**src/rtl/key_pkg.sv**
```systemverilog
// key_pkg
//   Shared types and default parameter values for the multi-key debouncer.
//   key_state_t : per-channel debounce state
//                   KS_REL   released (committed)
//                   KS_P_CHK counting ticks towards a press
//                   KS_PRS   pressed (committed)
//                   KS_R_CHK counting ticks towards a release
package key_pkg;

    typedef enum logic [1:0] {
        KS_REL   = 2'd0,
        KS_P_CHK = 2'd1,
        KS_PRS   = 2'd2,
        KS_R_CHK = 2'd3
    } key_state_t;

    localparam int KEY_N_KEYS_DEF     = 4;
    localparam int KEY_SCAN_DIV_DEF   = 20000;
    localparam int KEY_STABLE_CNT_DEF = 3;
    localparam int KEY_ACTIVE_LOW_DEF = 1;
    localparam int KEY_LONG_TICKS_DEF = 100;

endpackage : key_pkg

```
**src/rtl/key_debounce_ch.sv**
```systemverilog
// key_debounce_ch
//   One debounce channel. Counts consecutive scan ticks at a new raw level
//   and commits the level once STABLE_CNT ticks agree.
//   Optional feature macro: KEY_LONGPRESS_EN (adds hold counter and
//   long_press pulse output).
// Ports
//   clk         in   clock
//   reset       in   synchronous active-high reset
//   tick        in   shared scan tick, one clk cycle wide
//   raw         in   synchronised key bit, 1 = pressed
//   level       out  debounced level, 1 = pressed
//   press       out  1-cycle pulse on committed press
//   key_release out  1-cycle pulse on committed release
//                    (named so because "release" is a reserved word)
//   long_press  out  1-cycle pulse after LONG_TICKS ticks held
//                    (only with KEY_LONGPRESS_EN)
module key_debounce_ch
    import key_pkg::*;
#(
    parameter int STABLE_CNT = KEY_STABLE_CNT_DEF,
    parameter int LONG_TICKS = KEY_LONG_TICKS_DEF
) (
    input  logic clk,
    input  logic reset,
    input  logic tick,
    input  logic raw,
    output logic level,
    output logic press,
`ifdef KEY_LONGPRESS_EN
    output logic long_press,
`endif
    output logic key_release
);

    localparam int CNT_W = $clog2(STABLE_CNT + 1);
    localparam logic [CNT_W-1:0] CNT_MAX = CNT_W'(STABLE_CNT);

    key_state_t       state_q, state_d;
    logic [CNT_W-1:0] cnt_q, cnt_d;
    logic [CNT_W-1:0] cnt_sat;
    logic             level_q, level_d;
    logic             press_q, press_d;
    logic             release_q, release_d;

    // Saturating increment: the stability counter never wraps.
    assign cnt_sat = (cnt_q == CNT_MAX) ? cnt_q : cnt_q + CNT_W'(1);

    always_comb begin
        state_d   = state_q;
        cnt_d     = cnt_q;
        level_d   = level_q;
        press_d   = 1'b0;
        release_d = 1'b0;
        if (tick) begin
            case (state_q)
                KS_REL: begin
                    if (raw) begin
                        if (STABLE_CNT == 1) begin
                            state_d = KS_PRS;
                            level_d = 1'b1;
                            press_d = 1'b1;
                            cnt_d   = '0;
                        end else begin
                            state_d = KS_P_CHK;
                            cnt_d   = CNT_W'(1);
                        end
                    end
                end
                KS_P_CHK: begin
                    if (raw) begin
                        if (cnt_sat == CNT_MAX) begin
                            state_d = KS_PRS;
                            level_d = 1'b1;
                            press_d = 1'b1;
                            cnt_d   = '0;
                        end else begin
                            cnt_d = cnt_sat;
                        end
                    end else begin
                        // Bounce: back to released without any pulse.
                        state_d = KS_REL;
                        cnt_d   = '0;
                    end
                end
                KS_PRS: begin
                    if (!raw) begin
                        if (STABLE_CNT == 1) begin
                            state_d   = KS_REL;
                            level_d   = 1'b0;
                            release_d = 1'b1;
                            cnt_d     = '0;
                        end else begin
                            state_d = KS_R_CHK;
                            cnt_d   = CNT_W'(1);
                        end
                    end
                end
                KS_R_CHK: begin
                    if (!raw) begin
                        if (cnt_sat == CNT_MAX) begin
                            state_d   = KS_REL;
                            level_d   = 1'b0;
                            release_d = 1'b1;
                            cnt_d     = '0;
                        end else begin
                            cnt_d = cnt_sat;
                        end
                    end else begin
                        state_d = KS_PRS;
                        cnt_d   = '0;
                    end
                end
                default: begin
                    state_d = KS_REL;
                    cnt_d   = '0;
                end
            endcase
        end
    end

    always_ff @(posedge clk) begin
        if (reset) begin
            state_q   <= KS_REL;
            cnt_q     <= '0;
            level_q   <= 1'b0;
            press_q   <= 1'b0;
            release_q <= 1'b0;
        end else begin
            state_q   <= state_d;
            cnt_q     <= cnt_d;
            level_q   <= level_d;
            press_q   <= press_d;
            release_q <= release_d;
        end
    end

    assign level       = level_q;
    assign press       = press_q;
    assign key_release = release_q;

`ifdef KEY_LONGPRESS_EN
    localparam int HOLD_W = $clog2(LONG_TICKS + 1);
    localparam logic [HOLD_W-1:0] HOLD_MAX = HOLD_W'(LONG_TICKS);

    logic [HOLD_W-1:0] hold_q, hold_d;
    logic [HOLD_W-1:0] hold_inc;
    logic              long_q, long_d;

    assign hold_inc = hold_q + HOLD_W'(1);

    // The hold counter survives an R_CHK->PRS bounce and only clears once
    // the channel is back in REL, so a bouncy hold still yields one pulse.
    always_comb begin
        hold_d = hold_q;
        long_d = 1'b0;
        if (state_d == KS_REL) begin
            hold_d = '0;
        end else if (tick && state_q == KS_PRS && hold_q != HOLD_MAX) begin
            hold_d = hold_inc;
            long_d = (hold_inc == HOLD_MAX);
        end
    end

    always_ff @(posedge clk) begin
        if (reset) begin
            hold_q <= '0;
            long_q <= 1'b0;
        end else begin
            hold_q <= hold_d;
            long_q <= long_d;
        end
    end

    assign long_press = long_q;
`endif

endmodule : key_debounce_ch

```
**src/rtl/key_debounce_multi.sv**
```systemverilog
// key_debounce_multi
//   N-channel push-button conditioner: 2-FF synchroniser per key, one
//   scan-tick prescaler shared by all channels, and one debounce FSM per key.
//   Optional feature macro: KEY_LONGPRESS_EN (adds long_press output).
// Ports
//   clk         in   clock (single domain)
//   reset       in   synchronous active-high reset
//   key         in   [N_KEYS] raw asynchronous key pins
//   level       out  [N_KEYS] debounced level, 1 = pressed
//   press       out  [N_KEYS] 1-cycle pulse on committed press
//   key_release out  [N_KEYS] 1-cycle pulse on committed release
//                    ("release" itself is a reserved word)
//   long_press  out  [N_KEYS] 1-cycle long-hold pulse (KEY_LONGPRESS_EN only)
module key_debounce_multi
    import key_pkg::*;
#(
    parameter int N_KEYS     = KEY_N_KEYS_DEF,
    parameter int SCAN_DIV   = KEY_SCAN_DIV_DEF,
    parameter int STABLE_CNT = KEY_STABLE_CNT_DEF,
    parameter int ACTIVE_LOW = KEY_ACTIVE_LOW_DEF,
    parameter int LONG_TICKS = KEY_LONG_TICKS_DEF
) (
    input  logic              clk,
    input  logic              reset,
    input  logic [N_KEYS-1:0] key,
    output logic [N_KEYS-1:0] level,
    output logic [N_KEYS-1:0] press,
`ifdef KEY_LONGPRESS_EN
    output logic [N_KEYS-1:0] long_press,
`endif
    output logic [N_KEYS-1:0] key_release
);

    // Elaboration-time parameter range guards.
    if (N_KEYS < 1 || N_KEYS > 16) begin : g_bad_n_keys
        $error("N_KEYS out of range 1..16");
    end
    if (SCAN_DIV < 2) begin : g_bad_scan_div
        $error("SCAN_DIV must be >= 2");
    end
    if (STABLE_CNT < 1 || STABLE_CNT > 15) begin : g_bad_stable_cnt
        $error("STABLE_CNT out of range 1..15");
    end
    if (LONG_TICKS < 1) begin : g_bad_long_ticks
        $error("LONG_TICKS must be >= 1");
    end

    localparam int PRE_W = $clog2(SCAN_DIV);
    localparam logic [PRE_W-1:0] PRE_LAST = PRE_W'(SCAN_DIV - 1);
    // Pin value of a key that is not pressed.
    localparam logic [N_KEYS-1:0] KEY_IDLE = (ACTIVE_LOW != 0) ? {N_KEYS{1'b1}} : '0;

    logic [PRE_W-1:0]  presc_q, presc_d;
    logic              tick;
    logic [N_KEYS-1:0] key_meta_q, key_meta_d;
    logic [N_KEYS-1:0] key_sync_q, key_sync_d;
    logic [N_KEYS-1:0] raw;

    assign tick = (presc_q == PRE_LAST);

    always_comb begin
        presc_d    = tick ? '0 : presc_q + PRE_W'(1);
        key_meta_d = key;
        key_sync_d = key_meta_q;
    end

    always_ff @(posedge clk) begin
        if (reset) begin
            presc_q    <= '0;
            key_meta_q <= KEY_IDLE;
            key_sync_q <= KEY_IDLE;
        end else begin
            presc_q    <= presc_d;
            key_meta_q <= key_meta_d;
            key_sync_q <= key_sync_d;
        end
    end

    // Normalise polarity so every channel sees 1 = pressed.
    assign raw = key_sync_q ^ KEY_IDLE;

    for (genvar gi = 0; gi < N_KEYS; gi++) begin : g_ch
        key_debounce_ch #(
            .STABLE_CNT (STABLE_CNT),
            .LONG_TICKS (LONG_TICKS)
        ) u_ch (
            .clk         (clk),
            .reset       (reset),
            .tick        (tick),
            .raw         (raw[gi]),
            .level       (level[gi]),
            .press       (press[gi]),
`ifdef KEY_LONGPRESS_EN
            .long_press  (long_press[gi]),
`endif
            .key_release (key_release[gi])
        );
    end

endmodule : key_debounce_multi

```
**config.mk**
```make
export PLATFORM = sky130hd
export DESIGN_NAME = key_debounce_multi
export DESIGN_NICKNAME = d
export VERILOG_FILES = /design/src/rtl/key_pkg.sv /design/src/rtl/key_debounce_ch.sv /design/src/rtl/key_debounce_multi.sv
export SDC_FILE = /design/constraint.sdc
export NUM_CORES = 1
export LEC_CHECK = 0
export CORE_MARGIN = 1
export CORE_UTILIZATION = 30
export CTS_CLUSTER_DIAMETER = 50
export DETAILED_ROUTE_END_ITERATION = 8
export SKIP_CTS_REPAIR_TIMING = 1
export SKIP_LAST_GASP = 1
export SLEW_MARGIN = 10
export SYNTH_ARGS = -nofsm -noshare
export SYNTH_HDL_FRONTEND = slang
export SYNTH_SLANG_ARGS = --single-unit
```
**constraint.sdc**
```tcl
create_clock -name clk -period 1.75 [get_ports clk]
set_clock_uncertainty 0.15 [all_clocks]
set_input_delay 0.35 -clock clk [delete_from_list [all_inputs] [get_ports clk]]
set_output_delay 0.35 -clock clk [all_outputs]
set_load 0.02 [all_outputs]
```
==> metrics.md, run 1 <==
| Metric | Value |
|---|---|
| CP arrival | 1.76 ns |
| Synth Register Bits | 51 |
| Vias in the first global route | approximately 1600 |
| Syn nets | between 200 and 300 |
| Yosys cell types | 33 |
| Post-Syn Area | ~0.0022 sq mm |
| Worst Max-Slew Pin Slew | about 0.33 ns |
| Syn avg cell area | about 8.9 sq um |
| Simple-gate share of the synthesized area | about 27% |
| Max_cap viols | 0 |
| Status | completed |
| H-tree depth | 2 |
| CTS tree | yes |
| Antenna violations before repair | 0 |
| Worst Hold Class | reg2reg |
| Final hold vios | 0 |
| Root Buffer | clkbuf_8 |
| Kind of critical path | reg2reg |
| Required @ worst endpoint | 1.80 ns |
| Post-DP Area | 0.00255 sq mm |
| P_leak | 1.13 nW |
| CTS buffer count | 5 |
| Clk sinks | about 50 |
| Hold Slack | about 0.26 ns |
| Initial Util | a little under a third |
| Critical path fanouts, max | 5 |
| Pwr per Cell Area | 738 mW/mm^2 |
| Layout cells sized above 1 | around 22% |
| CP endpoint kind | flip-flop |
| Startpoint Class | flip-flop |
| Antenna viol nets, final | 0 |
| Most frequent cells in the layout | dfxtp_1, nor2_1, buf_4 |
| Mapped Cells | between 200 and 250 |
| Core area | ~0.0069 sq mm |
| # diodes | 0 |
| Min Clock Period, post-route | around 1.7 ns |
| Most common cell after layout, fill and taps aside | dfxtp_1 |
| WL per Instance | around 11 microns |
| 1st-iter DRT viols | 33 |
| Worst vdd ir | roughly 0.27 mV |
| Final #Nets | approximately 280 |
| Final Cycle Share | about 100% |
| Max Root-Sink Buffers | 2 |
| FP Rows | 30 |
| Sequential element share of the synthesized area | 46.9% |
| Die W | 87.2 microns |
| Worst skew pair latency | about 0.30 ns |
| Post-synthesis mux area share | 0% |
| Die H | between 80 and 90 microns |
| Max Slew Vio Count | 0 |
| Dpl hpwl | 2810 microns |
| Synth Area in Compound Gates | between 10% and 20% |
| Synth Warn # | 0 |
| Hold depth | 1 |
| Global route total overflow | 0 |
| Area share of fa/ha/maj cells after synthesis | 0.574% |
| Pin count of the biggest net entering global routing | 22 |
| DRC viols | 0 |
| GRT Resource Usage Total | a little under an eighth |
| WL final | between 4000 and 5000 microns |
| XOR/XNOR Fraction of Synth Area | ~6.8% |
| R2r worst-path depth | 5 |
| Final setup fails | 0 |
| Full die area | roughly 0.0076 sq mm |
| Post-synth top area share | between 40 and 50% |
| Worst-path clk slew | around 0.090 ns |
| RSZ-0062 raised after global routing | true |
| Top area cells in the synthesized netlist | dfxtp_1, xnor2_1, nor2_1, buf_4, a311oi_1 |
| Max Fclk | ~580 MHz |
| IO buf count | 17 |
| Design area | roughly 0.0028 sq mm |
| First-pass GRT wire length | 6830 microns |
| Vias per std cell | roughly 4.6 |
| Via Count | 1717 |
| Slew HR | 77.8% |
| Setup TNS | 0 ns |
| Number of top-level pins | 18 |
| GPL Wtd Cong | around 0.74 |
| Fillers | just over 700 |
| Largest family of logic cells by synthesized area | simple AND/OR/NAND/NOR gates |
| Post-synth top area cell | dfxtp_1 |
| Syn-to-layout area delta | 26.7% |
| Initial DRT Pass Iterations | 4 |
[registers in the layout (all words and copies together), names as in the netlist, named ones only]
name                   cells
presc_q                   15
g_ch.u_ch.cnt_q            8
g_ch.u_ch.key_release      4
g_ch.u_ch.level            4
g_ch.u_ch.press            4
g_ch.u_ch.state_q          4
key_meta_q                 4
key_sync_q                 4
[synth_stat cells (all sizes together)]
library cell and instances:
nor4b 2, buf 16, a221o 2, nand3 5, and3 2, and2 8
o21ai 6, xnor2 14, a211o 2, or4 3, or2 9, nor4 6
xor2 3, a311oi 10, nor2b 3, nand4b 1, nand3b 1, a21oi 16
nand4 8, nor2 30, clkbuf 5, ha 1, nand2b 1, inv 9
nand2 19, and4 2, dfxtp 51, nor3 10
[cell type report]
type | instances | area [sq um] | area share [%]
Tap cell | 96 | 120 | 4.35
Timing Repair Buffer | 45 | 454 | 16.5
Sequential cell | 51 | 1030 | 37.2
Clock buffer | 6 | 72.6 | 2.63
Clock inverter | 2 | 12.5 | 0.453
Inverter | 9 | 33.8 | 1.22
Multi-Input combinational cell | 164 | 1040 | 37.7
[path summary, 6_finish.rpt]
check	startpoint	to	slack, ns
max	presc_q[1]	g_ch[3].u_ch.level	0.04
min reg2reg	key_meta_q[3]	key_sync_q[3]	0.26
min	key_meta_q[3]	key_sync_q[3]	0.26
max reg2reg	presc_q[1]	g_ch[3].u_ch.level	0.04
[worst max-delay path, cell delays in order, from the launching register on]
cell and delay, ns:
dfxtp_2 0.36, ha_4 0.13, and4_4 0.25, nand4_1 0.22
buf_6 0.21, a221o_1 0.29
[where the power goes]
part           switching (mW)  internal, mW
logic                  0.0802        0.0900
clock network           0.377         0.280
registers              0.0180          1.19
total                   0.475          1.56
[cells by family (layout without fill, tap and decap cells)]
group,count (synthesis),in the layout
buffers and inverters,30,62
adder cells (fa/ha/maj),1,1
flip-flops,51,51
AO/OA/AOI/OAI,36,36
XOR/XNOR,17,17
AND/OR/NAND/NOR,110,110
[stage by stage]
stage               setup slack [ns]  util [%]  power [mW]  cells
floorplan                    0.00424         -        1.35    245
global placement             -0.0679      37.0        1.40    362
detailed placement           -0.0730      37.0        1.41    362
CTS                          -0.0644      38.2        2.07    370
global route                 -0.0345      40.0        2.14    373
finish                        0.0375      40.0        2.04    373
[metal layers]
layer | global-route usage [%] | wire length (microns) | vias up
met1 | 14.1 | 2060 | 782
met5 | 0 | 0 | -
met3 | 3.41 | 153 | 5
met4 | 5.51 | 75 | 0
met2 | 19.0 | 1940 | 25
li1 | - | - | 905
No activity file was read; power rests on OpenSTA's default activity.
==> inputs of run 2 (changes only) <==
- CAP_MARGIN: not set -> 40
==> results of run 2 <==
No change in the layout: final DEF, timing and power equal those of run 1.
